File: src/rtl/gps_l1_sig_gen.sv
// gps_l1_sig_gen: synthetic GPS L1 C/A baseband source.
// Emits 1-bit I/Q samples with a one-cycle adc_clk strobe for a selected PRN,
// initial code phase and carrier Doppler step. A code NCO paces the chips and
// a 16-bit carrier phase accumulator rotates the I/Q signs.
// Optional feature: define GPS_SIGGEN_NOISE_EN to add the noise_level input and
// a sign-flipping noise LFSR. The default build produces clean output.
module gps_l1_sig_gen #(
  parameter int unsigned        SAMPLE_DIV = 2,
  parameter logic        [31:0] CODE_STEP  = 32'd1098437886,
  parameter logic signed [15:0] IF_STEP    = 16'sd0
) (
  input  logic               clk,
  input  logic               rst,
  input  logic               start,
  input  logic               stop,
  input  logic        [5:0]  prn,
  input  logic        [9:0]  code_phase,
  input  logic signed [15:0] doppler_omega,
`ifdef GPS_SIGGEN_NOISE_EN
  input  logic        [7:0]  noise_level,
`endif
  output logic               adc_clk,
  output logic               i_sample,
  output logic               q_sample,
  output logic               epoch,
  output logic               busy
);

  localparam int unsigned      CNT_W     = (SAMPLE_DIV > 2) ? $clog2(SAMPLE_DIV) : 1;
  localparam logic [CNT_W-1:0] CNT_LAST  = CNT_W'(SAMPLE_DIV - 1);
  localparam logic [9:0]       CHIP_LAST = 10'd1022;

  typedef enum logic [1:0] {
    S_IDLE    = 2'd0,
    S_ADVANCE = 2'd1,
    S_RUN     = 2'd2
  } state_t;

  // G2 phase-select taps for PRN 1..32, returned as a mask over G2 stages 10..1.
  function automatic logic [10:1] g2_sel_mask(input logic [5:0] p);
    logic [7:0]  ab;
    logic [3:0]  a;
    logic [3:0]  b;
    logic [10:1] m;
    case (p)
      6'd1:    ab = {4'd2, 4'd6};
      6'd2:    ab = {4'd3, 4'd7};
      6'd3:    ab = {4'd4, 4'd8};
      6'd4:    ab = {4'd5, 4'd9};
      6'd5:    ab = {4'd1, 4'd9};
      6'd6:    ab = {4'd2, 4'd10};
      6'd7:    ab = {4'd1, 4'd8};
      6'd8:    ab = {4'd2, 4'd9};
      6'd9:    ab = {4'd3, 4'd10};
      6'd10:   ab = {4'd2, 4'd3};
      6'd11:   ab = {4'd3, 4'd4};
      6'd12:   ab = {4'd5, 4'd6};
      6'd13:   ab = {4'd6, 4'd7};
      6'd14:   ab = {4'd7, 4'd8};
      6'd15:   ab = {4'd8, 4'd9};
      6'd16:   ab = {4'd9, 4'd10};
      6'd17:   ab = {4'd1, 4'd4};
      6'd18:   ab = {4'd2, 4'd5};
      6'd19:   ab = {4'd3, 4'd6};
      6'd20:   ab = {4'd4, 4'd7};
      6'd21:   ab = {4'd5, 4'd8};
      6'd22:   ab = {4'd6, 4'd9};
      6'd23:   ab = {4'd1, 4'd3};
      6'd24:   ab = {4'd4, 4'd6};
      6'd25:   ab = {4'd5, 4'd7};
      6'd26:   ab = {4'd6, 4'd8};
      6'd27:   ab = {4'd7, 4'd9};
      6'd28:   ab = {4'd8, 4'd10};
      6'd29:   ab = {4'd1, 4'd6};
      6'd30:   ab = {4'd2, 4'd7};
      6'd31:   ab = {4'd3, 4'd8};
      6'd32:   ab = {4'd4, 4'd9};
      default: ab = {4'd1, 4'd1};
    endcase
    a = ab[7:4];
    b = ab[3:0];
    // Stage k of the [10:1] vector sits at bit position k-1.
    m = (10'd1 << (a - 4'd1)) | (10'd1 << (b - 4'd1));
    return m;
  endfunction

  state_t             r_state;
  state_t             w_state_nxt;
  logic [10:1]        r_g1;
  logic [10:1]        r_g2;
  logic [10:1]        r_g2_sel;
  logic [9:0]         r_chip_cnt;
  logic [9:0]         r_code_phase;
  logic signed [15:0] r_doppler;
  logic [31:0]        r_code_nco;
  logic [15:0]        r_ph;
  logic [CNT_W-1:0]   r_smp_cnt;
  logic               r_chip_fresh;

  logic               w_start_ok;
  logic               w_load;
  logic               w_strobe;
  logic               w_chip;
  logic               w_sin_neg;
  logic               w_cos_neg;
  logic               w_flip_i;
  logic               w_flip_q;
  logic [15:0]        w_ph_inc;
  logic [32:0]        w_nco_sum;
  logic [10:1]        w_g1_nxt;
  logic [10:1]        w_g2_nxt;
  logic [9:0]         w_chip_cnt_nxt;

  assign w_start_ok = start && (prn != 6'd0) && (prn <= 6'd32) && (code_phase <= CHIP_LAST);
  assign w_load     = (r_state == S_IDLE) && (w_state_nxt != S_IDLE);
  assign w_strobe   = (r_state == S_RUN) && !stop && (r_smp_cnt == CNT_LAST);

  assign w_chip     = r_g1[10] ^ (^(r_g2 & r_g2_sel));
  assign w_sin_neg  = r_ph[15];
  assign w_cos_neg  = r_ph[15] ^ r_ph[14];
  assign w_ph_inc   = IF_STEP + r_doppler;
  assign w_nco_sum  = {1'b0, r_code_nco} + {1'b0, CODE_STEP};

  assign busy       = (r_state != S_IDLE);

  // One-chip advance of both LFSRs; chip 1022 wraps to chip 0 with all-ones reload.
  always_comb begin
    // NOTE: every always_comb output gets a default first so no path can infer a latch.
    w_g1_nxt       = {r_g1[9:1], r_g1[3] ^ r_g1[10]};
    w_g2_nxt       = {r_g2[9:1], r_g2[2] ^ r_g2[3] ^ r_g2[6] ^ r_g2[8] ^ r_g2[9] ^ r_g2[10]};
    w_chip_cnt_nxt = r_chip_cnt + 10'd1;
    if (r_chip_cnt == CHIP_LAST) begin
      w_g1_nxt       = '1;
      w_g2_nxt       = '1;
      w_chip_cnt_nxt = 10'd0;
    end
  end

  // Next-state decode: stop wins everywhere, bad start requests are dropped.
  always_comb begin
    w_state_nxt = r_state;
    unique case (r_state)
      S_IDLE: begin
        if (w_start_ok && !stop) begin
          w_state_nxt = (code_phase != 10'd0) ? S_ADVANCE : S_RUN;
        end
      end
      S_ADVANCE: begin
        if (stop) begin
          w_state_nxt = S_IDLE;
        end else if (r_chip_cnt == r_code_phase - 10'd1) begin
          w_state_nxt = S_RUN;
        end
      end
      S_RUN: begin
        if (stop) begin
          w_state_nxt = S_IDLE;
        end
      end
      default: w_state_nxt = S_IDLE;
    endcase
  end

  // State register.
  always_ff @(posedge clk) begin
    // NOTE: sequential state uses non-blocking assignments so every register samples pre-edge values.
    if (!rst) begin
      r_state <= S_IDLE;
    end else begin
      r_state <= w_state_nxt;
    end
  end

`ifdef GPS_SIGGEN_NOISE_EN
  logic [15:0] r_noise;

  assign w_flip_i = (r_noise[7:0]  < noise_level);
  assign w_flip_q = (r_noise[15:8] < noise_level);

  // Maximal 16-bit Galois LFSR (x^16+x^14+x^13+x^11+1), one step per strobe.
  always_ff @(posedge clk) begin
    if (!rst || w_load) begin
      r_noise <= 16'hACE1;
    end else if (w_strobe) begin
      r_noise <= {1'b0, r_noise[15:1]} ^ (r_noise[0] ? 16'hB400 : 16'h0000);
    end
  end
`else
  assign w_flip_i = 1'b0;
  assign w_flip_q = 1'b0;
`endif

  // Datapath: load on accepted start, chip skipping in ADVANCE, sample pacing in RUN.
  always_ff @(posedge clk) begin
    // NOTE: the reset clears every register; there is no memory array, so nothing is left unreset.
    if (!rst) begin
      r_g1         <= '0;
      r_g2         <= '0;
      r_g2_sel     <= '0;
      r_chip_cnt   <= '0;
      r_code_phase <= '0;
      r_doppler    <= '0;
      r_code_nco   <= '0;
      r_ph         <= '0;
      r_smp_cnt    <= '0;
      r_chip_fresh <= 1'b0;
      adc_clk      <= 1'b0;
      i_sample     <= 1'b0;
      q_sample     <= 1'b0;
      epoch        <= 1'b0;
    end else begin
      adc_clk <= 1'b0;
      epoch   <= 1'b0;
      if (w_load) begin
        r_g1         <= '1;
        r_g2         <= '1;
        r_g2_sel     <= g2_sel_mask(prn);
        r_chip_cnt   <= '0;
        r_code_phase <= code_phase;
        r_doppler    <= doppler_omega;
        r_code_nco   <= '0;
        r_ph         <= '0;
        r_smp_cnt    <= '0;
        r_chip_fresh <= 1'b1;
      end else if (r_state == S_ADVANCE && !stop) begin
        r_g1       <= w_g1_nxt;
        r_g2       <= w_g2_nxt;
        r_chip_cnt <= w_chip_cnt_nxt;
      end else if (r_state == S_RUN && !stop) begin
        if (w_strobe) begin
          r_smp_cnt    <= '0;
          adc_clk      <= 1'b1;
          i_sample     <= w_chip ^ w_cos_neg ^ w_flip_i;
          q_sample     <= w_chip ^ w_sin_neg ^ w_flip_q;
          // Epoch marks only the first sample that lands on chip 0.
          epoch        <= (r_chip_cnt == 10'd0) && r_chip_fresh;
          r_ph         <= r_ph + w_ph_inc;
          r_code_nco   <= w_nco_sum[31:0];
          r_chip_fresh <= w_nco_sum[32];
          if (w_nco_sum[32]) begin
            r_g1       <= w_g1_nxt;
            r_g2       <= w_g2_nxt;
            r_chip_cnt <= w_chip_cnt_nxt;
          end
        end else begin
          r_smp_cnt <= r_smp_cnt + CNT_W'(1);
        end
      end
    end
  end

endmodule
File: config.mk
export PLATFORM = sky130hd
export DESIGN_NAME = gps_l1_sig_gen
export DESIGN_NICKNAME = d
export VERILOG_FILES = /design/src/rtl/gps_l1_sig_gen.sv
export SDC_FILE = /design/constraint.sdc
export NUM_CORES = 1
export LEC_CHECK = 0
export ABC_AREA = 1
export CORE_ASPECT_RATIO = 1.4
export CORE_UTILIZATION = 57
export DETAILED_ROUTE_END_ITERATION = 12
export DONT_BUFFER_PORTS = 1
export GPL_TIMING_DRIVEN = 1
export PLACE_DENSITY = 0.72
export SLEW_MARGIN = 40
export SYNTH_ARGS = -nofsm -noshare
export SYNTH_HDL_FRONTEND = slang
export SYNTH_SLANG_ARGS = --single-unit
File: constraint.sdc
create_clock -name clk -period 3.4 [get_ports clk]
set_clock_uncertainty 0.2 [all_clocks]
set_input_delay 0.68 -clock clk [delete_from_list [all_inputs] [get_ports clk]]
set_output_delay 0.68 -clock clk [all_outputs]
set_load 0.01 [all_outputs]
# Yosys cells after proc, flatten, opt, wreduce, memory -nomap -nowiden
# Memory sizes are Yosys's and may differ from the RTL's.
# Cells that the tools add are included.
# op_classes
addsub	7
magnitude_cmp	2
eq_ne	5
n_shift	2
n_mux	31
n_bitwise	17
n_reduce_logical	34
# op_table
cell	n
two-way mux 10 bit	17
adder 32 x 31 -> 33 bit (second input constant)	1
<< shifter 1 x 4 -> 10 bit (first input constant)	2
adder 16 bit	1
two-way mux 8 bit	2
nonzero test 2 bit	7
AND reduction 3 bit	4
adder 10 x 1 -> 10 bit (second input constant)	1
bitwise AND 10 bit	1
== test 10 bit	1
== test 10 bit (second input constant)	1
less-or-equal comparator 10 bit (second input constant)	1
logical NOT 10 bit	1
two-way mux 2 bit	5
OR 10 bit	1
nonzero test 10 bit	1
parity 10 bit	1
subtractor 10 x 1 -> 10 bit (second input constant)	1
XOR 1 bit	10
logical AND 1 bit	9
nonzero test 3 bit	3
subtractor 4 x 1 -> 4 bit (second input constant)	2
less-or-equal comparator 6 bit (second input constant)	1
two-way mux 1 bit	6
other kinds (14)	18
# word_totals
ff_bits	122
mem_bits_ro	512
output_inout_bits	5
elab_cells	114
memories	1
# memory_table
name	depth	word_bits	read_ports	rd_ports_with_merged_regs	wr	line_no	rtl
(name not given)	64	8	1	0	0	45	case (p)

# Depth between registers and ports, before layout
# Gate-level depths: netlist (run 1).
# logic_depth
word_depth	14
ltp_mapped	18

# Worst setup path before layout (run 1)
# No wires, ideal clock.
# synth_timing
path_type	in2reg
from	input prn[0]
to	register r_code_phase[0]
setup_ps	116
arrival_ps	2312
slack_ps	773
stages	13
n_path_buf	2
path_cell_list	inv_1 ha_1 nand2_1 o31ai_2 inv_1 nor3_1 nand3_1 nand2_1 o21ai_4 buf_6 buf_6 o21ai_0 nor2_1
# synth_via
elab_chain_len	9
# synth_rtl
element	line_no	rtl
start, declared	16	input logic [5:0] prn,
parallel branches: the longest is 2 deep, another holds less-or-equal comparator 6 bit	n/a	
logical AND 1 bit (*) (2 in series)	114	assign w_start_ok = start && (prn != 6'd0) && (prn <= 6'd32) && (code_phase <= CHIP_LAST);
logical AND 1 bit (*)	144	if (w_start_ok && !stop) begin
two-way mux 2 bit (*)	144	
one-hot mux 2 bit (3 select lines) (*)	142	unique case (r_state)
nonzero test 2 bit (*)	115	assign w_load = (r_state == S_IDLE) && (w_state_nxt != S_IDLE);
logical AND 1 bit (*)	115	
end signal, assigned	219	r_code_phase <= code_phase;
end, declared	93	logic [9:0] r_code_phase;
# Mark *: on every way between the ends.
# A chain may end at the register's enable or synchronous reset.

# Final worst setup path (run 1)
# layout_timing
from	register r_code_phase[0]
to	register r_code_nco[18]
# layout_via
elab_chain_len	8
# layout_rtl
element	line_no	rtl
subtractor 10 x 1 -> 10 bit	151	end else if (r_chip_cnt == r_code_phase - 10'd1) begin
== test 10 bit	151	
two-way mux 2 bit	151	
two-way mux 2 bit	149	if (stop) begin
one-hot mux 2 bit (3 select lines)	142	
nonzero test 2 bit	115	
logical AND 1 bit	115	
OR reduction 2 bit (no line)	n/a	
end signal, assigned	238	r_code_nco <= w_nco_sum[31:0];
end, declared	95	logic [31:0] r_code_nco;
# No other way between the ends.

==> results of run 1 <==
==> per-layer routing <==
layer,share of wire [%],vias up,global-route usage (%)
met3,3.9,36,6.30
met5,0,-,0
li1,-,3527,-
met2,51,106,47.1
met4,2.8,0,11.8
met1,42,3041,27.8
==> cells by family after synthesis <==
kind of cell,share of synthesized area (%)
and+or+nand+nor,34.2
AOI/OAI and AO/OA,12.0
buffers and inverters,8.34
DFF,33.5
xor gates and xnor gates,7.38
adders and majority gates,4.60
==> power groups by stage <==
stage | Combinational [mW] | Sequential [mW] | Clock (mW)
after floorplan | 0.333 | 1.53 | 0
after global placement | 0.375 | 1.54 | 0
after detailed placement | 0.381 | 1.54 | 0
after CTS | 0.384 | 1.51 | 1.87
after global routing | 0.445 | 1.52 | 1.94
final | 0.384 | 1.51 | 1.84
==> worst max-delay path, cell delays in order, from the launching register on <==
cell and delay [ps]:
sky130_fd_sc_hd__dfxtp_1 420, sky130_fd_sc_hd__inv_2 90, sky130_fd_sc_hd__ha_1 260, sky130_fd_sc_hd__nand2_1 120, sky130_fd_sc_hd__inv_1 60, sky130_fd_sc_hd__nand3_1 90, sky130_fd_sc_hd__a21oi_1 80, sky130_fd_sc_hd__nor3_1 300
sky130_fd_sc_hd__nand3_1 120, sky130_fd_sc_hd__nand2_1 110, sky130_fd_sc_hd__nand2_1 90, sky130_fd_sc_hd__o21ai_4 270, sky130_fd_sc_hd__nand2_2 270, sky130_fd_sc_hd__buf_12 250, sky130_fd_sc_hd__nor3_1 120
==> layout make-up <==
type                       count  area, um^2  area share, %
tap                          150         188           2.37
multi-input combinational    842        4210           53.2
sequential                   121        2420           30.6
inverter                     100         377           4.76
clock inverter                15         183           2.31
timing repair buffer          11         108           1.36
clock buffer                  17         425           5.38
==> path summary, 6_finish.rpt <==
| path | depth (start not counted) | slack [ps] | to | start |
|---|---|---|---|---|
| max | 14 | 460 | r_code_nco[18] | r_code_phase[0] |
| max reg2reg | 14 | 460 | r_code_nco[18] | r_code_phase[0] |
| min | 2 | 180 | r_g2[9] | rst |
| min reg2reg | 2 | 260 | r_code_nco[1] | r_code_nco[1] |
==> registers in the layout, summed over array words and instances (netlist names), 2 cells and up <==
name	flops
r_code_nco	31
r_state	2
r_doppler	16
r_chip_cnt	10
r_ph	16
r_g2_sel	10
r_g1	10
r_g2	10
r_code_phase	10
==> Yosys cell counts, types with 2 or more instances <==
cell / n
sky130_fd_sc_hd__buf_6: 7
sky130_fd_sc_hd__clkbuf_1: 16
sky130_fd_sc_hd__nand2_1: 219
sky130_fd_sc_hd__ha_1: 25
sky130_fd_sc_hd__inv_1: 95
sky130_fd_sc_hd__inv_2: 3
sky130_fd_sc_hd__nor3_1: 22
sky130_fd_sc_hd__xnor2_1: 22
sky130_fd_sc_hd__nor2_1: 242
sky130_fd_sc_hd__xor2_1: 39
sky130_fd_sc_hd__buf_2: 10
sky130_fd_sc_hd__o211ai_1: 3
sky130_fd_sc_hd__nand3b_1: 2
sky130_fd_sc_hd__nand3_1: 75
sky130_fd_sc_hd__nor4_1: 4
sky130_fd_sc_hd__o21ai_1: 19
sky130_fd_sc_hd__a211oi_1: 2
sky130_fd_sc_hd__a31oi_1: 4
sky130_fd_sc_hd__dfxtp_1: 121
sky130_fd_sc_hd__o21ai_0: 59
sky130_fd_sc_hd__nand4_1: 11
sky130_fd_sc_hd__a21oi_1: 56
sky130_fd_sc_hd__o2111ai_1: 4
sky130_fd_sc_hd__nor2_2: 11
sky130_fd_sc_hd__or2_2: 7
sky130_fd_sc_hd__buf_4: 5
==> per-stage QoR <==
step / util (%) / setup slack, ps / instance area [um^2] / std cells / power, mW
2_1_floorplan: - / 773 / 7230 / 1101 / 1.86
3_3_place_gp: 59.1 / 523 / 7310 / 1224 / 1.91
3_5_place_dp: 59.1 / 438 / 7310 / 1224 / 1.92
4_1_cts: 64.0 / 492 / 7910 / 1256 / 3.76
5_1_grt: 64.0 / 252 / 7910 / 1256 / 3.90
6_report: 64.0 / 462 / 7910 / 1256 / 3.73
==> cells in the final DEF (no fill, tap or decap), types with 3 or more instances in the layout <==
cell type                   Yosys  layout
sky130_fd_sc_hd__ha_1          25      25
sky130_fd_sc_hd__nand3_1       75      75
sky130_fd_sc_hd__xor2_1        39      39
sky130_fd_sc_hd__o2111ai_1      4       4
sky130_fd_sc_hd__inv_2          3       3
sky130_fd_sc_hd__inv_8          0       4
sky130_fd_sc_hd__or2_2          7       7
sky130_fd_sc_hd__inv_1         95      95
sky130_fd_sc_hd__a21oi_1       56      56
sky130_fd_sc_hd__nand2_1      219     219
sky130_fd_sc_hd__nor2_1       242     241
sky130_fd_sc_hd__nand4_1       11      11
sky130_fd_sc_hd__xnor2_1       22      22
sky130_fd_sc_hd__o21ai_0       59      59
sky130_fd_sc_hd__nor2_2        11      12
sky130_fd_sc_hd__o21ai_1       19      19
sky130_fd_sc_hd__dfxtp_1      121     121
sky130_fd_sc_hd__clkbuf_16      0      17
sky130_fd_sc_hd__clkinv_4       0       4
sky130_fd_sc_hd__a31oi_1        4       4
sky130_fd_sc_hd__buf_4          5       9
sky130_fd_sc_hd__nor4_1         4       4
sky130_fd_sc_hd__o211ai_1       3       3
sky130_fd_sc_hd__nor3_1        22      22
sky130_fd_sc_hd__inv_6          0       4
==> results.ini, run 1 <==
[status]
run_status=completed

[power_and_ir_drop]
seqPwrFrac_pct=40.5
power_density_nw_per_um2=471
power.combinational.fraction_pct=10.3
vdd.ir_drop.worst_mv=0.290
leakagePower_nw=3.29
power.share.switching_pct=26.9
intPower_mw=2.72
power_share_of_the_clock_group_pct=49.2
power.net_switching_mw=1.00

[logic_synthesis]
synth.yosys.seq_area_share_pct=33.5
asyncSetResetFlopFracSynth_pct=0
syn_avg_cell_area_um2=6.57
yosys.cell_types.count=44
top_area_cell_type_share_of_the_netlist_area_pct=33.5
synth.top_cells.by_area=sky130_fd_sc_hd__dfxtp_1 33%, sky130_fd_sc_hd__nor2_1 13%, sky130_fd_sc_hd__nand2_1 11%, sky130_fd_sc_hd__nand3_1 5.2%, sky130_fd_sc_hd__inv_1 4.9%
post_synthesis_cell_area_um2=7230
post-synth-top-area-cell=sky130_fd_sc_hd__dfxtp_1
synth_ff_type=sky130_fd_sc_hd__dfxtp_1
yosysWarnings=0
syn_nets=1163
netlist_instances=1101
synth_enable_flop_cells=0
ys_seq_elements=121

[drt]
dr.first_iter.drc_count=259
first_pass_iters=5
route.detailed.vias_per_inst=5.34
wl_per_cell_um=12.9
drc_errors=0
vias=6710
wirelength_mm=16.2
antenna_left=0

[grt]
overflow=0
grt_start_max_net_pins=61
grt_usage_pct=25.7
first_pass_grt_wire_length_mm=27.9
first_global_vias=6442
grt_antenna_before_repair=0

[timing]
fmax_mhz=340
finalMaxSlewViolations=0
setup-tns-final_ps=0
finalCriticalPeriod_ps=2940
rsz0062_at_grt=no
finalSetupViolCount=0
min_period_over_period_pct=86.4
worst-slew-pin-transition_ps=625
timing.slew.headroom_pct=58.3
finalHoldViolCount=0
timing.hold.ws_ps=181

[clock_tree]
clock_path_buffers=2
htree_num_levels=4
clk_pin_slew_ps=70
tritoncts=built
postCtsHoldBufs=0
cts-buffers-inserted=17
insertion_delay_ps=420
cts_repair_resize_count=0
cts_root_buffer=sky130_fd_sc_hd__clkbuf_16
post_cts.repair.setup_buffers=0
cts.sink_count=121

[setup_path]
worstSetupEndpointType=flop
cp.required_ps=3540
crit_fanout=21
start_kind=flop
timing.critical_path.arrival_ps=3080
worstSetupPathType=flop to flop

[die]
io-pin-count=41
floorplan.die_area_um2=13200
design.core.area_um2=12400
die_height_um=135
rows=48
initial_utilization_pct=58.5
die_x_um=97.2

[flow_run]
timing.max_cap.violations=0

[place]
buffers_on_ports=0
dpl.hpwl_mm=11.7
gpl.final_weighted_congestion=0.866

[cells_and_area]
area_delta_synth_final_pct=9.39
antenna-diode-count=0
share_of_final_layout_standard_cells_stronger_than_drive_strength_1_pct=6.42
fillCellCount=1203
layout.nets=1155

[worst_hold_path]
min_path_type=input port to flop

Note: power is estimated with default switching activity, not from simulation.
==> run 2, diff against run 1 <==
Settings changed: GPL_TIMING_DRIVEN 1 to 0.
==> run 2 against run 1 <==
  * Sequential power barely moved
  * Clock-buffer cell count did not move
  * Combinational power rose by 6.8%
  * Total power fell by 0.72%
  * Global-route usage rose by 0.80 points
  * Final area rose by 1.3%
  * Setup slack improved by 200 ps
  * Final cell count rose by 2.1%
  * Non-clock buffer count rose by 27
  * Register-to-register slack improved by 200 ps
  * Utilization rose by 0.84 points
  * Hold slack improved by 30 ps
  * Critical path type unchanged
  * Highest routed layer unchanged
==> results.ini, run 2 (synthesized netlist as in run 1, its figures left out) <==
[clock_tree]
clk_pin_slew_ps=60  ; about the same
postCtsHoldBufs=0  ; unchanged
clock_path_buffers=2  ; unchanged
post_cts.repair.setup_buffers=0  ; unchanged
tritoncts=built
htree_num_levels=4  ; unchanged
cts_root_buffer=sky130_fd_sc_hd__clkbuf_16
cts_repair_resize_count=0  ; unchanged
cts.sink_count=121  ; unchanged
cts-buffers-inserted=17  ; unchanged
insertion_delay_ps=420  ; about the same

[grt]
grt_antenna_before_repair=0  ; unchanged
grt_start_max_net_pins=17  ; -72%
first_pass_grt_wire_length_mm=28.3  ; +1.5%
first_global_vias=6277  ; -2.6%
overflow=0  ; unchanged
grt_usage_pct=26.5  ; +0.80 points

[setup_path]
worstSetupEndpointType=flop
crit_start=r_code_phase[0]
rr_startpoint=r_code_phase[0]
start_kind=flop
crit_fanout=10  ; -52%
timing.critical_path.arrival_ps=2860  ; -220 ps
cp.required_ps=3520  ; -20 ps
worstSetupPathType=flop to flop

[cells_and_area]
area_delta_synth_final_pct=10.8
share_of_final_layout_standard_cells_stronger_than_drive_strength_1_pct=7.15  ; +0.73 points
flip_flop_count_of_the_largest_register_after_layout=31  ; unchanged
layout_common_cells=242 x sky130_fd_sc_hd__nor2_1, 219 x sky130_fd_sc_hd__nand2_1, 121 x sky130_fd_sc_hd__dfxtp_1
antenna-diode-count=0  ; unchanged
max_flop_register=r_code_nco
layout.nets=1182  ; +2.3%
biggest_registers_after_layout=r_code_nco: 31 flops, r_doppler: 16 flops, r_ph: 16 flops
fillCellCount=1181  ; -1.8%
layout.area.seq_um2=2420  ; unchanged
final_common_cell=sky130_fd_sc_hd__nor2_1
multi_input_comb_area_um2=4210  ; about the same

[drt]
first_pass_iters=4  ; -1
wl_per_cell_um=13.3  ; +3.5%
drc_errors=0  ; unchanged
vias=6809  ; +1.5%
dr.first_iter.drc_count=232  ; -10%
wirelength_mm=17.1  ; +5.7%
antenna_left=0  ; unchanged
route.detailed.vias_per_inst=5.31  ; -0.66%

[worst_hold_path]
min_path_type=input port to flop
worstHoldStart=doppler_omega[1]

[timing]
rsz0062_at_grt=no
finalCriticalPeriod_ps=2740  ; -196 ps
worst-slew-pin-transition_ps=605  ; -20.6 ps
finalHoldViolCount=0  ; unchanged
finalSetupViolCount=0  ; unchanged
setup-tns-final_ps=0  ; unchanged
timing.slew.headroom_pct=59.5  ; +1.3 points
finalMaxSlewViolations=0  ; unchanged
fin_ws_ps=658  ; +196 ps
min_period_over_period_pct=80.6  ; -5.8 points
fmax_mhz=365  ; +7.2%

[power_and_ir_drop]
power_share_of_the_clock_group_pct=48.2  ; -1.0 points
seqPwrFrac_pct=40.7  ; +0.2 points
power.share.switching_pct=29.4  ; +2.5 points
power_density_nw_per_um2=462  ; -2.0%
vdd.ir_drop.worst_mv=0.295  ; +1.7%
power.combinational.fraction_pct=11.1  ; +0.8 points
intPower_mw=2.61  ; -4.1%
power.net_switching_mw=1.09  ; +8.5%
leakagePower_nw=3.35  ; +1.8%

[flow_run]
timing.max_cap.violations=0  ; unchanged

[die]
initial_utilization_pct=58.5  ; unchanged
die_height_um=135  ; unchanged
design.core.area_um2=12400  ; unchanged
io-pin-count=41  ; unchanged
floorplan.die_area_um2=13200  ; unchanged
die_x_um=97.2  ; unchanged
rows=48  ; unchanged

[status]
run_status=completed

[place]
gpl.final_weighted_congestion=0.879  ; +1.6%
dpl.hpwl_mm=13.1  ; +12%
buffers_on_ports=0  ; unchanged
pre_cts_ws_ps=324  ; -114 ps

-- run 2: cell type report --
cell class	instances	area share [%]
Inverter	100	4.70
Sequential cell	121	30.2
Buffer	38	2.82
Clock inverter	15	2.12
Multi-Input combinational cell	842	52.5
Tap cell	150	2.34
Clock buffer	17	5.31
-- run 2: stage by stage --
stage | power, mW | hold slack (ps) | area, um^2 | util (%) | instances
after floorplan | 1.86 | 240 | 7230 | - | 1101
after global placement | 1.94 | 250 | 7420 | 60.0 | 1251
after detailed placement | 1.95 | 266 | 7420 | 60.0 | 1251
after CTS | 3.73 | 200 | 8020 | 64.8 | 1283
after global routing | 3.87 | 194 | 8020 | 64.8 | 1283
final | 3.70 | 212 | 8020 | 64.8 | 1283
-- run 2: critical path: stages, from the launching register on --
cell                      delay [ps]
sky130_fd_sc_hd__dfxtp_1         430
sky130_fd_sc_hd__inv_2            90
sky130_fd_sc_hd__ha_1            320
sky130_fd_sc_hd__xnor2_1         130
sky130_fd_sc_hd__a21oi_1         110
sky130_fd_sc_hd__nand3_1          80
sky130_fd_sc_hd__nor3_1          210
sky130_fd_sc_hd__nand3_1         110
sky130_fd_sc_hd__nand2_1         100
sky130_fd_sc_hd__nand2_1          90
sky130_fd_sc_hd__o21ai_4         200
sky130_fd_sc_hd__buf_6           200
sky130_fd_sc_hd__buf_6           150
sky130_fd_sc_hd__nand3_1          80
sky130_fd_sc_hd__nand2_1          90
sky130_fd_sc_hd__nor2_1           50
-- run 2: worst paths after layout --
kind / end / slack, ps / cells after the start
max reg2reg: r_g2[9] / 660 / 15
min: r_doppler[1] / 210 / 2
min reg2reg: r_ph[13] / 270 / 2
max: r_g2[9] / 660 / 15
-- run 2: routing by layer --
layer	vias up	GRT usage, %	wire length (um)
met1	3068	27.5	6990
met2	115	51.2	8970
met4	0	8.91	304
met5	-	0	0
met3	34	6.91	806
li1	3592	-	-
-- run 2: power by group through the flow --
stage          clock, mW  sequential [mW]  combinational, mW
2_1_floorplan          0             1.53              0.333
3_3_place_gp           0             1.54              0.403
3_5_place_dp           0             1.54              0.408
4_1_cts             1.81             1.51              0.411
5_1_grt             1.88             1.51              0.469
6_report            1.79             1.51              0.410
==> run 3, diff against run 2 <==
Settings changed: PLACE_DENSITY 0.72 to 0.75.
Clock period 3.4 ns to 2.3 ns, I/O delays scaled along.
==> run 3 against run 2 <==
  * The flow now finishes with violations (hold timing, setup timing)
  * Combinational power rose by 89%
  * Sequential power up 49%
  * Via count is 4.6% higher
  * Routed wire length grew 7.8%
  * Utilization grew 5.5 points
  * Sequential share of layout area fell by 2.2 points
  * Total power grew 52%
  * Highest routed layer unchanged
==> results.ini, run 3 (synthesized netlist as in run 1, its figures left out) <==
[power_and_ir_drop]
leakagePower_nw=3.59  ; +7.2%
vdd.ir_drop.worst_mv=0.487  ; +65%
finalPower_mw=5.63  ; +52%
power_density_nw_per_um2=647  ; +40%

[die]
initial_utilization_pct=58.5  ; unchanged
die_height_um=135  ; unchanged
die_x_um=97.2  ; unchanged
rows=48  ; unchanged
design.core.area_um2=12400  ; unchanged
floorplan.die_area_um2=13200  ; unchanged
io-pin-count=41  ; unchanged

[setup_path]
cp.required_ps=2410  ; -1110 ps
critPathCapture=r_g2_sel[4]
timing.critical_path.arrival_ps=2580  ; -280 ps
start_kind=flop
r2r_endpoint=r_g2_sel[4]
crit_fanout=6  ; -4
worstSetupEndpointType=flop
reg2reg_setup_slack_ps=-170  ; -830 ps
rr_startpoint=r_code_phase[0]
worstSetupPathType=flop to flop
crit_start=r_code_phase[0]
worst_r2r_path_depth=17  ; +2

[cells_and_area]
fin_area_um2=8700  ; +8.5%
max_flop_register=r_code_nco
multi_input_comb_area_um2=4540  ; +7.9%
layout_common_cells=217 x sky130_fd_sc_hd__nor2_1, 208 x sky130_fd_sc_hd__nand2_1, 116 x sky130_fd_sc_hd__dfxtp_1
layout.nets=1211  ; +2.5%
share_of_final_layout_standard_cells_stronger_than_drive_strength_1_pct=14.4  ; +7.2 points
antenna-diode-count=0  ; unchanged
biggest_registers_after_layout=r_code_nco: 31 flops, r_doppler: 16 flops, r_ph: 16 flops
finish.utilization_pct=70.3  ; +5.5 points
final_common_cell=sky130_fd_sc_hd__nor2_1
flip_flop_count_of_the_largest_register_after_layout=31  ; unchanged
layout.area.seq_um2=2430  ; +0.46%
fillCellCount=996  ; -16%
fin_cells=1312  ; +2.3%
area_delta_synth_final_pct=20.3

[drt]
wirelength_mm=18.4  ; +7.8%
dr.first_iter.drc_count=442  ; +91%
route.detailed.vias_per_inst=5.43  ; +2.3%
antenna_left=0  ; unchanged
drc_errors=0  ; unchanged
first_pass_iters=5  ; +1
wl_per_cell_um=14.0  ; +5.4%
vias=7125  ; +4.6%

[place]
pre_cts_ws_ps=-539  ; -863 ps
buffers_on_ports=0  ; unchanged
dpl.hpwl_mm=13.0  ; -0.43%
post_place_instance_area_um2=7490  ; +0.91%
gpl.final_weighted_congestion=0.891  ; +1.3%
dpl.cell_count=1251  ; unchanged

[grt]
grt_usage_pct=28.1  ; +1.6 points
overflow=0  ; unchanged
grt_antenna_before_repair=0  ; unchanged
grt_start_max_net_pins=17  ; unchanged
first_pass_grt_wire_length_mm=30.2  ; +6.9%
first_global_vias=6791  ; +8.2%

[timing]
finalHoldViolCount=1  ; +1
timing.hold.ws_ps=-3.93  ; -216 ps
worst-slew-pin-transition_ps=629  ; +24.0 ps
timing.slew.headroom_pct=58.1  ; -1.5 points
rsz0062_at_grt=yes
min_period_over_period_pct=108  ; +27 points
fmax_mhz=404  ; +11%
finalSetupViolCount=95  ; +95
fin_ws_ps=-173  ; -831 ps
finalCriticalPeriod_ps=2470  ; -269 ps
finalMaxSlewViolations=0  ; unchanged

[status]
failed_checks=hold timing, setup timing
run_status=finished, violations left

[clock_tree]
cts-buffers-inserted=17  ; unchanged
tritoncts=built
clock_path_buffers=2  ; unchanged
insertion_delay_ps=420  ; about the same
clk_pin_slew_ps=60  ; about the same
htree_num_levels=4  ; unchanged
cts.sink_count=121  ; unchanged
cts_root_buffer=sky130_fd_sc_hd__clkbuf_16

[worst_hold_path]
min_path_type=input port to flop
worstHoldStart=doppler_omega[8]

[flow_run]
timing.max_cap.violations=0  ; unchanged

==> run 3: changes by cell type in the layout (fill, tap and decap cells not counted), moves of 9 or more <==
cell / previous run / this run
sky130_fd_sc_hd__o21ai_1: 19 / 28
sky130_fd_sc_hd__nand2_2: 1 / 11
sky130_fd_sc_hd__dlygate4sd3_1: 0 / 14
sky130_fd_sc_hd__nor2_4: 1 / 19
sky130_fd_sc_hd__o21ai_0: 59 / 48
sky130_fd_sc_hd__buf_4: 5 / 19
sky130_fd_sc_hd__nand2_1: 219 / 208
sky130_fd_sc_hd__nor2_1: 242 / 217
==> run 3: routing by layer <==
metal | track usage (%) | vias to the layer above | wire, um
met5 | 0 | - | 0
met4 | 10.7 | 0 | 396
met3 | 6.19 | 36 | 797
met2 | 54.2 | 159 | 9660
met1 | 29.5 | 3287 | 7550
li1 | - | 3643 | -
==> run 3: metrics by stage <==
step,setup TNS (ps),hold WS (ps)
final,-7980,-3.93
after CTS,-5420,1.57
after floorplan,0,238
after global routing,-25270,10.4
after global placement,-34050,248
after detailed placement,-35850,259
==> run 3: where the power goes <==
group,internal [mW],leakage [nW],switching [mW]
registers,2.17,0.985,0.0756
clock network,1.61,0.283,1.00
logic,0.317,2.33,0.455
total,4.10,3.59,1.53
==> run 3: layout make-up <==
cell class              count  share of cell area [%]
repair buffers             29                    3.29
plain buffers              38                    3.18
clock inverters            11                    1.27
flip-flops and latches    121                    28.0
multi-input cells         842                    52.2
well taps                 150                    2.16
clock buffers              21                    5.52
inverters                 100                    4.43
==> run 3: critical path, cell delays in order (launching register included) <==
cell	delay, ps
sky130_fd_sc_hd__dfxtp_4	350
sky130_fd_sc_hd__inv_4	70
sky130_fd_sc_hd__ha_4	170
sky130_fd_sc_hd__nand2_4	70
sky130_fd_sc_hd__inv_2	70
sky130_fd_sc_hd__nand3_2	90
sky130_fd_sc_hd__nand3_2	70
sky130_fd_sc_hd__nand3_1	70
sky130_fd_sc_hd__nor2_2	180
sky130_fd_sc_hd__nand3_2	100
sky130_fd_sc_hd__nand2_2	90
sky130_fd_sc_hd__nand2_2	70
sky130_fd_sc_hd__o21ai_4	210
sky130_fd_sc_hd__inv_2	90
sky130_fd_sc_hd__buf_8	150
sky130_fd_sc_hd__clkbuf_16	170
sky130_fd_sc_hd__nor2_4	110
sky130_fd_sc_hd__nor2_1	40
==> run 3: worst min-delay path by stage <==
stage / endpoint / slack, ps / depth (start not counted)
after floorplan: r_code_nco[1] / 240 / 2
after global placement: r_code_nco[1] / 250 / 2
after detailed placement: r_ph[3] / 260 / 2
after CTS: r_doppler[8] / 2 / 2
after global routing: r_doppler[13] / 10 / 2
final: r_doppler[8] / -4 / 2
==> run 3: what timing repair did <==
action | in CTS | in global routing
hold endpoints to repair | 14 | 0
cloned | 1 | 1
endpoints found under the setup margin | 118 | 118
pin swaps | 6 | 17
gates resized for setup | 44 | 61
hold buffers | 14 | 0
buffers inserted | 6 | 7
